--- config.mk ---
export PLATFORM = sky130hd
export DESIGN_NAME = axi_ifetch_master
export DESIGN_NICKNAME = d
export VERILOG_FILES = /design/src/rtl/axi_ifetch_master.sv
export SDC_FILE = /design/constraint.sdc
export NUM_CORES = 1
export LEC_CHECK = 0
export CAP_MARGIN = 40
export CORE_MARGIN = 4
export CORE_UTILIZATION = 51
export DETAILED_ROUTE_END_ITERATION = 10
export PLACE_DENSITY = 0.83
export SYNTH_ARGS = -nofsm -noshare
export SYNTH_HDL_FRONTEND = slang
export SYNTH_SLANG_ARGS = --single-unit
--- constraint.sdc ---
create_clock -name ACLK -period 12.2 [get_ports ACLK]
set_clock_uncertainty 0.2 [all_clocks]
set_input_delay 2.44 -clock ACLK [delete_from_list [all_inputs] [get_ports ACLK]]
set_output_delay 2.44 -clock ACLK [all_outputs]
set_load 0.02 [all_outputs]
--- src/rtl/axi_ifetch_master.sv ---
// AXI4 read-only instruction-fetch master: turns core fetch requests into INCR
// bursts split at 4KB boundaries and returns words through a small FIFO.
module axi_ifetch_master #(
  parameter int ADDR_WIDTH = 32,
  parameter int DATA_WIDTH = 32,
  parameter int ID_WIDTH   = 4,
  parameter int MASTER_ID  = 0,
  parameter int FIFO_DEPTH = 4
) (
  input  logic                  ACLK,
  input  logic                  ARESET,
  input  logic                  fetch_valid,
  output logic                  fetch_ready,
  input  logic [ADDR_WIDTH-1:0] fetch_addr,
  input  logic [7:0]            fetch_len,
  input  logic                  flush,
  output logic                  instr_valid,
  input  logic                  instr_ready,
  output logic [DATA_WIDTH-1:0] instr_data,
  output logic [ADDR_WIDTH-1:0] instr_addr,
  output logic                  instr_err,
  output logic                  busy,
  output logic                  proto_err,
  output logic [ID_WIDTH-1:0]   M_AXI_arid,
  output logic [ADDR_WIDTH-1:0] M_AXI_araddr,
  output logic [7:0]            M_AXI_arlen,
  output logic [2:0]            M_AXI_arsize,
  output logic [1:0]            M_AXI_arburst,
  output logic [1:0]            M_AXI_arlock,
  output logic [3:0]            M_AXI_arcache,
  output logic [2:0]            M_AXI_arprot,
  output logic [3:0]            M_AXI_arqos,
  output logic [3:0]            M_AXI_arregion,
  output logic                  M_AXI_arvalid,
  input  logic                  M_AXI_arready,
  input  logic [ID_WIDTH-1:0]   M_AXI_rid,
  input  logic [DATA_WIDTH-1:0] M_AXI_rdata,
  input  logic [1:0]            M_AXI_rresp,
  input  logic                  M_AXI_rlast,
  input  logic                  M_AXI_rvalid,
  output logic                  M_AXI_rready
);

  localparam int PTR_W = $clog2(FIFO_DEPTH);
  localparam int CNT_W = PTR_W + 1;

  typedef enum logic [1:0] {IDLE, ADDR, DATA, DRAIN} state_t;

  state_t                state_q, state_d;
  logic [ADDR_WIDTH-1:0] next_addr_q, next_addr_d;
  logic [8:0]            remaining_q, remaining_d;
  logic [ADDR_WIDTH-1:0] araddr_q, araddr_d;
  logic [7:0]            arlen_q, arlen_d;
  logic                  arvalid_q, arvalid_d;
  logic [7:0]            beat_cnt_q, beat_cnt_d;
  logic                  flush_seen_q, flush_seen_d;
  logic                  proto_err_q, proto_err_d;

  logic [DATA_WIDTH-1:0] fifo_data_q [FIFO_DEPTH];
  logic [DATA_WIDTH-1:0] fifo_data_d [FIFO_DEPTH];
  logic [ADDR_WIDTH-1:0] fifo_addr_q [FIFO_DEPTH];
  logic [ADDR_WIDTH-1:0] fifo_addr_d [FIFO_DEPTH];
  logic [FIFO_DEPTH-1:0] fifo_err_q, fifo_err_d;
  logic [PTR_W-1:0]      wr_ptr_q, wr_ptr_d, rd_ptr_q, rd_ptr_d;
  logic [CNT_W-1:0]      count_q, count_d;

  logic                  fetch_ready_c, rready_c, beat, beat_last, push, pop;
  logic [ADDR_WIDTH-1:0] fetch_aligned;
  logic                  unused_addr_lsbs;

  assign unused_addr_lsbs = ^fetch_addr[1:0];
  assign fetch_aligned    = {fetch_addr[ADDR_WIDTH-1:2], 2'b00};

  // Beats in the next burst: whatever remains, clipped at the next 4KB page.
  function automatic logic [7:0] burst_len(input logic [9:0] word_idx, input logic [8:0] rem);
    logic [10:0] to_bnd;
    logic [10:0] beats;
    to_bnd = 11'd1024 - {1'b0, word_idx};
    beats  = ({2'b00, rem} <= to_bnd) ? {2'b00, rem} : to_bnd;
    return 8'(beats - 11'd1);
  endfunction

  always_comb begin
    state_d       = state_q;
    next_addr_d   = next_addr_q;
    remaining_d   = remaining_q;
    araddr_d      = araddr_q;
    arlen_d       = arlen_q;
    arvalid_d     = arvalid_q;
    beat_cnt_d    = beat_cnt_q;
    flush_seen_d  = flush_seen_q;
    proto_err_d   = proto_err_q;
    fetch_ready_c = 1'b0;
    rready_c      = 1'b0;
    beat_last     = 1'b0;
    push          = 1'b0;

    case (state_q)
      IDLE: begin
        fetch_ready_c = !flush && (count_q == '0);
        if (M_AXI_rvalid) proto_err_d = 1'b1;
        if (fetch_valid && fetch_ready_c) begin
          next_addr_d  = fetch_aligned;
          remaining_d  = {1'b0, fetch_len} + 9'd1;
          araddr_d     = fetch_aligned;
          arlen_d      = burst_len(fetch_aligned[11:2], {1'b0, fetch_len} + 9'd1);
          arvalid_d    = 1'b1;
          flush_seen_d = 1'b0;
          state_d      = ADDR;
        end
      end
      ADDR: begin
        if (M_AXI_rvalid) proto_err_d = 1'b1;
        if (flush) flush_seen_d = 1'b1;
        // The address is never retracted; a flush only redirects the data to DRAIN.
        if (arvalid_q && M_AXI_arready) begin
          arvalid_d  = 1'b0;
          beat_cnt_d = arlen_q;
          state_d    = (flush || flush_seen_q) ? DRAIN : DATA;
        end
      end
      DATA:    rready_c = (count_q < CNT_W'(FIFO_DEPTH));
      DRAIN:   rready_c = 1'b1;
      default: state_d = IDLE;
    endcase

    beat = rready_c && M_AXI_rvalid;
    if (beat) begin
      beat_last = M_AXI_rlast || (beat_cnt_q == 8'd0);
      if ((M_AXI_rlast && beat_cnt_q != 8'd0) || (!M_AXI_rlast && beat_cnt_q == 8'd0) ||
          (M_AXI_rid != ID_WIDTH'(MASTER_ID)))
        proto_err_d = 1'b1;
      beat_cnt_d  = beat_cnt_q - 8'd1;
      next_addr_d = next_addr_q + ADDR_WIDTH'(4);
      remaining_d = remaining_q - 9'd1;
      push        = (state_q == DATA) && !flush;
    end

    if (state_q == DATA) begin
      if (beat && beat_last) begin
        if (!flush && remaining_d != 9'd0) begin
          araddr_d     = next_addr_d;
          arlen_d      = burst_len(next_addr_d[11:2], remaining_d);
          arvalid_d    = 1'b1;
          flush_seen_d = 1'b0;
          state_d      = ADDR;
        end else begin
          state_d = IDLE;
        end
      end else if (flush) begin
        state_d = DRAIN;
      end
    end else if (state_q == DRAIN && beat && beat_last) begin
      state_d = IDLE;
    end
  end

  // Return FIFO; a flush empties it at the edge and drops any same-cycle push.
  always_comb begin
    fifo_data_d = fifo_data_q;
    fifo_addr_d = fifo_addr_q;
    fifo_err_d  = fifo_err_q;
    wr_ptr_d    = wr_ptr_q;
    rd_ptr_d    = rd_ptr_q;
    count_d     = count_q;
    pop         = (count_q != '0) && instr_ready;
    if (flush) begin
      rd_ptr_d = wr_ptr_q;
      count_d  = '0;
    end else begin
      if (push) begin
        fifo_data_d[wr_ptr_q] = M_AXI_rdata;
        fifo_addr_d[wr_ptr_q] = next_addr_q;
        fifo_err_d[wr_ptr_q]  = (M_AXI_rresp != 2'b00);
        wr_ptr_d              = wr_ptr_q + PTR_W'(1);
      end
      if (pop) rd_ptr_d = rd_ptr_q + PTR_W'(1);
      count_d = count_q + CNT_W'(push) - CNT_W'(pop);
    end
  end

  always_ff @(posedge ACLK or posedge ARESET) begin
    if (ARESET) begin
      state_q      <= IDLE;
      next_addr_q  <= '0;
      remaining_q  <= '0;
      araddr_q     <= '0;
      arlen_q      <= '0;
      arvalid_q    <= 1'b0;
      beat_cnt_q   <= '0;
      flush_seen_q <= 1'b0;
      proto_err_q  <= 1'b0;
      for (int i = 0; i < FIFO_DEPTH; i++) begin
        fifo_data_q[i] <= '0;
        fifo_addr_q[i] <= '0;
      end
      fifo_err_q   <= '0;
      wr_ptr_q     <= '0;
      rd_ptr_q     <= '0;
      count_q      <= '0;
    end else begin
      state_q      <= state_d;
      next_addr_q  <= next_addr_d;
      remaining_q  <= remaining_d;
      araddr_q     <= araddr_d;
      arlen_q      <= arlen_d;
      arvalid_q    <= arvalid_d;
      beat_cnt_q   <= beat_cnt_d;
      flush_seen_q <= flush_seen_d;
      proto_err_q  <= proto_err_d;
      fifo_data_q  <= fifo_data_d;
      fifo_addr_q  <= fifo_addr_d;
      fifo_err_q   <= fifo_err_d;
      wr_ptr_q     <= wr_ptr_d;
      rd_ptr_q     <= rd_ptr_d;
      count_q      <= count_d;
    end
  end

  assign fetch_ready    = fetch_ready_c;
  assign M_AXI_rready   = rready_c;
  assign instr_valid    = (count_q != '0);
  assign instr_data     = fifo_data_q[rd_ptr_q];
  assign instr_addr     = fifo_addr_q[rd_ptr_q];
  assign instr_err      = fifo_err_q[rd_ptr_q];
  assign busy           = (state_q != IDLE) || (count_q != '0);
  assign proto_err      = proto_err_q;
  assign M_AXI_arid     = ID_WIDTH'(MASTER_ID);
  assign M_AXI_araddr   = araddr_q;
  assign M_AXI_arlen    = arlen_q;
  assign M_AXI_arvalid  = arvalid_q;
  assign M_AXI_arsize   = 3'b010;
  assign M_AXI_arburst  = 2'b01;
  assign M_AXI_arlock   = 2'b00;
  assign M_AXI_arcache  = 4'b0000;
  assign M_AXI_arprot   = 3'b100;
  assign M_AXI_arqos    = 4'b0000;
  assign M_AXI_arregion = 4'b0000;

endmodule

Yosys cells after proc, flatten, opt, wreduce, memory -nomap -nowiden

Cells that the tools add are included.

$add $sub $neg: 12
$mul: 0
Div/mod/pow operators: 0
Order comparisons: 9
Eq/ne operators: 3
Shifts and indexed selects: 0
Muxes and demuxes: 68
Bitwise gates (word level): 3
Reductions and logical operators: 36

Operators with widths:

| kind                   | count |
|---|---|
| $mux 32                | 13 |
| $bwmux 128             | 2 |
| $bmux 32 s2            | 2 |
| $mux 8                 | 10 |
| $demux 32 s2           | 1 |
| $add 32x3->32 const B  | 1 |
| $mux 9                 | 3 |
| $sub 8x1->8 const B    | 3 |
| $le 9x11->1            | 2 |
| $sub 11x10->11 const A | 2 |
| $mux 1                 | 21 |
| $mux 2                 | 8 |
| $logic_and 1x1->1      | 14 |
| $reduce_bool 2->1      | 5 |
| $add 8x1->9 const B    | 1 |
| $reduce_bool 9->1      | 1 |
| $sub 9x1->9 const B    | 1 |
| $logic_not 8->1        | 1 |
| $reduce_bool 8->1      | 1 |
| $ge 3x3->1 const B     | 2 |
| $lt 2x3->1 const B     | 2 |
| $not 2->3              | 2 |
| $pmux 1 s2             | 3 |
| $logic_or 1x1->1       | 5 |
| other kinds (21)       | 25 |

Register bits: 361
Latch bits: 0
Memory bits (writable): 0
ROM bits: 0
Input bits: 86
Output and inout bits: 137
Logic and storage cells: 152
Memories kept: 0

Longest topological paths before layout

Gate-level depths: netlist (run 1).

Depth in word-level cells: 13
Gate-level depth with buffers: 29
Mapped depth without buffers: 25

Worst setup path after synthesis (run 1)

Ideal clock, no wire load.

Path kind: in2reg
Start: in flush
End: reg arlen_q[4], in the netlist M_AXI_arlen[4]
Setup time: 119 ps
Arrival time: 7,381 ps
Required time: 11,881 ps
Path slack: 4,501 ps
Stages on the path: 25
Buffers on the path: 3
Path through: nor4b_4 > nand2_2 > a311o_1 > buf_2 > inv_1 > ha_1 > inv_1 > or3_1 > xnor2_1 > ha_1 > nand2_1 > or3_1 > a2111oi_0 > a2111oi_0 > o32a_1 > nand2_1 > buf_6 > mux2i_1 > ha_1 > buf_1 > inv_1 > nor3_1 > a2bb2oi_1 > mux2i_1 > o21a_1

Cells in the longest elaborated chain, start to end: 13
Elaborated cells on any way between the ends: 20
Those cells by class: 2 x add/sub; 1 x order compare; 12 x mux; 5 x reduce/logical

RTL lines:

| what                   | line | text |
|---|---|---|
| start: declaration     | 16   | `input logic flush,` |
| $logic_not 1->1 (*)    | 100  | `fetch_ready_c = !flush && (count_q == '0);` |
| $logic_and 1x1->1 (*)  | 100  |  |
| $logic_and 1x1->1 (*)  | 102  | `if (fetch_valid && fetch_ready_c) begin` |
| $mux 32 (*)            | 102  |  |
| $mux 32 (*)            | 98   | `case (state_q)` |
| $mux 32 (*)            | 128  | `if (beat) begin` |
| via next_addr_d[2]     | 50   | `logic [ADDR_WIDTH-1:0] next_addr_q, next_addr_d;` |
| $sub 11x10->11 (*)     | 78   | `to_bnd = 11'd1024 - {1'b0, word_idx};` |
| $le 9x11->1            | 79   | `beats = ({2'b00, rem} <= to_bnd) ? {2'b00, rem} : to_bnd;` |
| $mux 8 (*)             | 79   |  |
| $sub 8x1->8 (*)        | 80   | `return 8'(beats - 11'd1);` |
| $mux 8 (*)             | 141  | `if (!flush && remaining_d != 9'd0) begin` |
| $mux 8 (*)             | 140  | `if (beat && beat_last) begin` |
| $mux 8 (*)             | 139  | `if (state_q == DATA) begin` |
| via arlen_d[4]         | 53   | `logic [7:0] arlen_q, arlen_d;` |
| end signal: assignment | 206  | `arlen_q <= arlen_d;` |
| end: declaration       | 53   |  |

The timed path passes the listed nets; every way through them passes the cells marked *.
A chain may end at the register's enable or synchronous reset.

Worst setup path after layout (run 1)

Start: in flush
End: reg arlen_q[4], in the netlist M_AXI_arlen[4]

Cells in the longest elaborated chain, start to end: 13
Elaborated cells on any way between the ends: 20
Those cells by class: 2 x add/sub; 1 x order compare; 12 x mux; 5 x reduce/logical

RTL lines:

| what                | line |
|---|---|
| $logic_not 1->1 (*) | 100, 141 |
| $logic_and 1x1->1   | 100 |
| $logic_and 1x1->1   | 102 |
| $mux 32             | 102 |
| $mux 32             | 98 |
| $mux 32             | 128 |
| $sub 11x10->11      | 78 |
| $le 9x11->1         | 79 |
| $mux 8              | 79 |
| $sub 8x1->8         | 80 |
| $mux 8              | 141 |
| $mux 8              | 140 |
| $mux 8 (*)          | 139 |
| via arlen_d[4]      | 53 |

Marked as above.

==> results.json, run 1 <==
{
  "grt_pass1_vias": 13600,
  "crit_type": "input pin to flop",
  "ys_types": 74,
  "synth_top_family_by_area": "multiplexers",
  "fin_tns_setup_ns": 0,
  "drt_pass1_iterations": 6,
  "die_w_um": 198,
  "synth_cells": 1531,
  "fin_nets": 1810,
  "hp-start": "proto_err",
  "synth-compound-area-share_pct": 7.83,
  "r2r_end": "M_AXI_arlen[4]",
  "power.density_nw_per_um2": 262,
  "cts_sinks": 361,
  "synth_top_area_share_pct": 49.3,
  "grt_pass1_wl_um": 75000,
  "p_leak_nw": 10.0,
  "yosysWarnings": 0,
  "startpoint_type": "input pin",
  "cp-endpoint": "M_AXI_arlen[4]",
  "synthTopCellsByArea": "dfrtp_1, mux2_2, mux4_2",
  "crit_family": "simple AND/OR/NAND/NOR gates",
  "yosys_register_bits": 361,
  "startpoint": "flush",
  "timing.final.ws_setup_ns": 3.11,
  "synth_area_per_cell_sq_um": 12.0,
  "dieArea_sq_um": 39000,
  "grt_overflow_total": 0,
  "clkLatencyLatePin_ns": 0.54,
  "cp.required_ns": 12.42,
  "finalSetupViolations": 0,
  "dp_hpwl_um": 31400,
  "drive_gt1_share_pct": 24.5,
  "dr.first_iter.drc_count": 1104,
  "fmax_ghz": 0.110,
  "hold_violations": 0,
  "synth-simple-area-share_pct": 10.7,
  "cts_tree": "done",
  "fin_crit_ns": 9.09,
  "gp_congestion": 0.902,
  "rsz0062_at_grt": "no",
  "antenna_cells": 0,
  "reg2reg_slack_ns": 5.25,
  "async_flop_share_pct": 100,
  "dp.cells": 2111,
  "holdWs_ns": 0.273,
  "synth_top_area_cell": "dfrtp_1",
  "crit_chain": "clkdlybuf4s50_1 > or4b_4 > nor2_8 > a222oi_1 > nor4_4 > nand3_1 > nor2_1 > xnor2_1 > ha_1 > nand3_1 > or3_1 > a2111oi_0 > a2111oi_0 > o32a_1 > nand2_1 > mux2i_1 > ha_1 > inv_1 > nor3_1 > a2bb2oi_1 > mux2i_1 > o21a_1",
  "pin_count": 223,
  "worst-path-buf-inv": 2,
  "via_per_inst": 6.02,
  "via_count": 13100,
  "synthAdderAreaFrac_pct": 2.29,
  "slowest_delay_ns": 0.72,
  "total_power_mw": 5.77,
  "peakVddDrop_mv": 0.170,
  "syn_area_sq_um": 18300,
  "clkTransAtPathRegs_ns": 0.06,
  "drc_errors": 0,
  "initial_core_util_pct": 51.6,
  "die_y_um": 198,
  "hold_path.class": "flop to flop",
  "arrival_ns": 9.31,
  "track_usage_pct": 23.9,
  "syn_to_final_growth_pct": 20.1,
  "grt_max_degree": 184,
  "drtAntennaViolNets": 0,
  "cts_max_level": 2,
  "num_rows": 69,
  "end_kind": "flop",
  "fillers": 2672,
  "ys_seq_area_share_pct": 49.3,
  "cts_made_buffers": 39,
  "avgRoutedWirePerCell_um": 21.4,
  "ys.flop_type": "dfrtp_1",
  "slew_headroom_pct": 32.8,
  "root_buffer": "clkbuf_16",
  "status": "complete, no violations",
  "cap_violations": 0,
  "postCtsSetupBuffers": 0,
  "ctsHoldBuffers": 0,
  "synth.area.mux_share_pct": 24.2,
  "core_sq_um": 35500,
  "antenna_found_initial": 1,
  "crit_slowest_cell": "clkdlybuf4s50_1",
  "worst_pin_slew_ns": 1.01,
  "portBuffers": 194,
  "finalCritPeriodShare_pct": 74.5,
  "dp_slack_ns": 2.72,
  "cp_num_cells": 22,
  "routed_wl_um": 46700,
  "r2r-start": "state_q[1]",
  "synth-edff-count": 0,
  "reg2reg_depth": 21,
  "cp_max_fo": 55,
  "synth-xor-area-share_pct": 1.58,
  "cts_max_path_buffers": 3,
  "slew_viol_final": 0,
  "cts_resized": 0,
  "layout.cells.non_filler": 2182
}
[cell usage in the layout (no fill, tap or decap), types with 9 or more instances in the layout]
master,netlist,final
buf_4,26,9
dfrtp_1,361,359
a211oi_1,17,17
inv_1,48,47
clkbuf_16,0,40
nand2_1,136,132
nor2b_1,11,11
nor2_1,93,92
a21oi_1,37,37
nand4_1,18,18
mux2i_1,16,16
mux4_2,65,65
xnor2_1,26,26
clkbuf_8,0,9
nor3_1,31,31
and3_1,14,14
nand3_1,37,37
clkdlybuf4s50_1,0,194
mux2_2,249,249
o21ai_0,42,42
conb_1,2,26
and4_1,9,9
clkbuf_1,53,10
a31oi_1,24,24
and2_1,11,11
ha_1,32,32
o21a_1,17,17
[worst min-delay path by stage]
stage	cells past startpoint	to	slack, ns
6_report	1	proto_err	0.27
5_1_grt	1	proto_err	0.29
4_1_cts	1	proto_err	0.27
3_5_place_dp	1	proto_err	0.25
3_3_place_gp	1	proto_err	0.24
2_1_floorplan	2	fifo_addr_q[52]	0.24
[area by class of cell]
class                      count  area [sq um]  area share [%]
clock inverter                12           178           0.808
timing repair buffer         211          2190            9.96
inverter                      49           190           0.864
tap                          461           577            2.62
clock buffer                  59          1160            5.28
sequential                   361          9040            41.1
multi-input combinational   1029          8660            39.4
[cells by family after synthesis]
| family | count (synthesis) |
|---|---|
| compound gates | 206 |
| mux | 330 |
| other cells | 2 |
| fa+ha+maj | 33 |
| flops | 361 |
| xor+xnor | 33 |
| simple gates | 401 |
| buf+inv | 165 |
[per-layer routing]
layer | track usage [%] | share of wire (%)
met1 | 32.6 | 42
met2 | 39.2 | 49
met3 | 4.90 | 6.9
met4 | 6.94 | 2.7
met5 | 0 | 0.015
[flip-flops by register name, summed over array words and instances, names as in the netlist]
name           cells
M_AXI_arlen        8
flush_seen_q       1
M_AXI_arvalid      1
fifo_data_q      128
remaining_q        9
count_q            3
M_AXI_araddr      32
wr_ptr_q           2
next_addr_q       32
state_q            2
rd_ptr_q           2
fifo_addr_q      128
fifo_err_q         4
beat_cnt_q         8
proto_err          1
[synthesized netlist by cell type, types with 26 or more instances]
library cell	number
nand3_1	37
xnor2_1	26
nor3_1	31
nand2_1	136
dfrtp_1	361
mux2_2	249
buf_1	27
mux4_2	65
o21ai_0	42
a21oi_1	37
clkbuf_1	53
ha_1	32
nor2_1	93
inv_1	48
buf_4	26
[where the power goes]
part,total (mW),internal [mW],switching [mW],leakage [nW]
sequential,2.08,1.67,0.414,4.68
clock,1.22,0.744,0.476,0.657
combinational,2.47,1.21,1.26,4.67
total,5.77,3.62,2.15,10.0
[through the flow]
| step | util, % | area [sq um] |
|---|---|---|
| CTS | 62.0 | 22000 |
| detailed placement | 58.2 | 20700 |
| floorplan | - | 18400 |
| global route | 62.0 | 22000 |
| global placement | 57.8 | 20500 |
| finish | 62.0 | 22000 |
Power figures use the tool's default switching activity.
==> run 2: changes to the inputs <==
==> constraint.sdc (replaced) <==
create_clock -name ACLK -period 7.9 [get_ports ACLK]
set_clock_uncertainty 0.2 [all_clocks]
set_input_delay 1.58 -clock ACLK [delete_from_list [all_inputs] [get_ports ACLK]]
set_output_delay 1.58 -clock ACLK [all_outputs]
set_load 0.02 [all_outputs]
==> run 2 against run 1 <==
Compared with the run above:
- count of clock-buffer cells in the layout fell by 1
- final cell count grew 0.73%
- final area increased by 0.48%
- clock power up 57%
- critical path depth up 1
- sequential power rose by 56%
- highest routed layer is now met4
- die area unchanged
- sequential share of layout area shrank 0.20 points
==> results.json, run 2 (synthesis results as in run 1) <==
{
  "switching_share_pct": 37.2,
  "place_area_sq_um": 20800,
  "drive_gt1_share_pct": 25.0,
  "pin_count": 223,
  "clkTransAtPathRegs_ns": 0.06,
  "gp_congestion": 0.919,
  "grt_max_degree": 177,
  "slew_headroom_pct": 34.1,
  "switchingPower_mw": 3.34,
  "peakVddDrop_mv": 0.284,
  "worst_pin_slew_ns": 0.989,
  "die_y_um": 198,
  "startpoint_type": "input pin",
  "clkLatencyLatePin_ns": 0.53,
  "cp.required_ns": 8.12,
  "cts_resized": 0,
  "routed_wl_um": 47200,
  "hold_depth": 2,
  "pwr-share-seq_pct": 36.2,
  "slew_viol_final": 0,
  "mostFrequentLayoutCell": "dfrtp_1",
  "r2r-start": "state_q[0]",
  "ctsHoldBuffers": 0,
  "drc_errors": 0,
  "finalSetupViolations": 0,
  "startpoint": "flush",
  "dp_hpwl_um": 32400,
  "portBuffers": 194,
  "hold_path.class": "flop to flop",
  "via_count": 13100,
  "antenna_found_initial": 0,
  "finalInstanceArea_sq_um": 22100,
  "cp_max_fo": 8,
  "grt_overflow_total": 0,
  "via_per_inst": 5.98,
  "hp-start": "fifo_addr_q[21]",
  "dieArea_sq_um": 39000,
  "hold_violations": 0,
  "cts_max_path_buffers": 3,
  "cts_sinks": 361,
  "cap_violations": 0,
  "cts_made_buffers": 40,
  "internal_power_mw": 5.64,
  "dr.first_iter.drc_count": 928,
  "antenna_cells": 0,
  "final_cell_mix": "dfrtp_1, mux2_2, clkdlybuf4s50_1",
  "dp.cells": 2127,
  "track_usage_pct": 24.2,
  "drt_pass1_iterations": 6,
  "rsz0062_at_grt": "no",
  "p_leak_nw": 10.1,
  "fin_tns_setup_ns": 0,
  "arrival_ns": 7.34,
  "cts_max_level": 2,
  "syn_to_final_growth_pct": 20.7,
  "grt_pass1_vias": 13700,
  "reg2reg_depth": 22,
  "num_rows": 69,
  "power.density_nw_per_um2": 406,
  "end_kind": "flop",
  "die_w_um": 198,
  "core_sq_um": 35500,
  "postCtsSetupBuffers": 0,
  "crit_type": "input pin to flop",
  "power_frac_comb_pct": 42.5,
  "finalCritPeriodShare_pct": 90.1,
  "status": "complete, no violations",
  "cts_tree": "done",
  "grt_pass1_wl_um": 75600,
  "initial_core_util_pct": 51.6,
  "layout.cells.non_filler": 2198,
  "fin_nets": 1827,
  "drtAntennaViolNets": 0,
  "fin_crit_ns": 7.12,
  "fmax_ghz": 0.140,
  "clkPwrFrac_pct": 21.3,
  "avgRoutedWirePerCell_um": 21.5,
  "largest_registers": "fifo_addr_q: 128 flops, fifo_data_q: 128 flops",
  "root_buffer": "clkbuf_16"
}
## run 2: power groups by stage
stage               registers (mW)  logic (mW)  clock network, mW
floorplan                     3.04        2.57                  0
global placement              3.20        3.70                  0
detailed placement            3.27        3.81                  0
CTS                           3.25        3.84               1.94
global route                  3.35        4.13               2.03
finish                        3.25        3.82               1.91
## run 2: through the flow
stage               hold slack [ns]  util, %  setup WS, ns  total power, mW
floorplan                     0.245        -          1.06             5.61
global placement              0.246     58.2         0.481             6.90
detailed placement            0.247     58.5         0.322             7.08
CTS                           0.266     62.3         0.883             9.03
global route                  0.302     62.3         0.463             9.51
finish                        0.277     62.3         0.781             8.99
## run 2: final timing paths
| kind | end | slack, ns |
|---|---|---|
| min | fifo_addr_q[21] | 0.28 |
| max in group asynchronous | remaining_q[6] | 4.56 |
| min reg2reg | fifo_addr_q[21] | 0.28 |
| max | M_AXI_arlen[4] | 0.78 |
| max reg2reg | M_AXI_arlen[4] | 1.70 |
| min in group asynchronous | fifo_addr_q[105] | 1.31 |
## run 2: worst max-delay path, cell delays in order
cell and delay (ns):
clkdlybuf4s50_1 0.49, or4b_4 0.63, o21ai_0 0.33, a31oi_4 0.18, inv_1 0.09, ha_1 0.17, inv_1 0.10, or3_1 0.40
xnor2_1 0.18, ha_1 0.32, nand2_1 0.08, or3_1 0.41, a2111oi_0 0.39, a2111oi_0 0.13, o32a_1 0.36, nand2_1 0.16
mux2i_1 0.24, ha_1 0.34, inv_1 0.10, nor3_1 0.19, a2bb2oi_1 0.18, mux2i_1 0.10, o21a_1 0.17
## run 2: area by class of cell
type	instances	area (sq um)
clock buffer	58	1140
clock inverter	13	210
fill	2651	13400
inverter	49	190
multi-input combinational	1029	8660
sequential	361	9040
tap	461	577
timing repair buffer	227	2290
## run 2: routing by layer
layer	vias up	track usage, %	part of all wire (%)
li1	5894	-	-
met1	6677	33.3	42
met2	503	40.8	49
met3	71	4.43	7.1
met4	0	5.08	1.8
met5	-	0	0
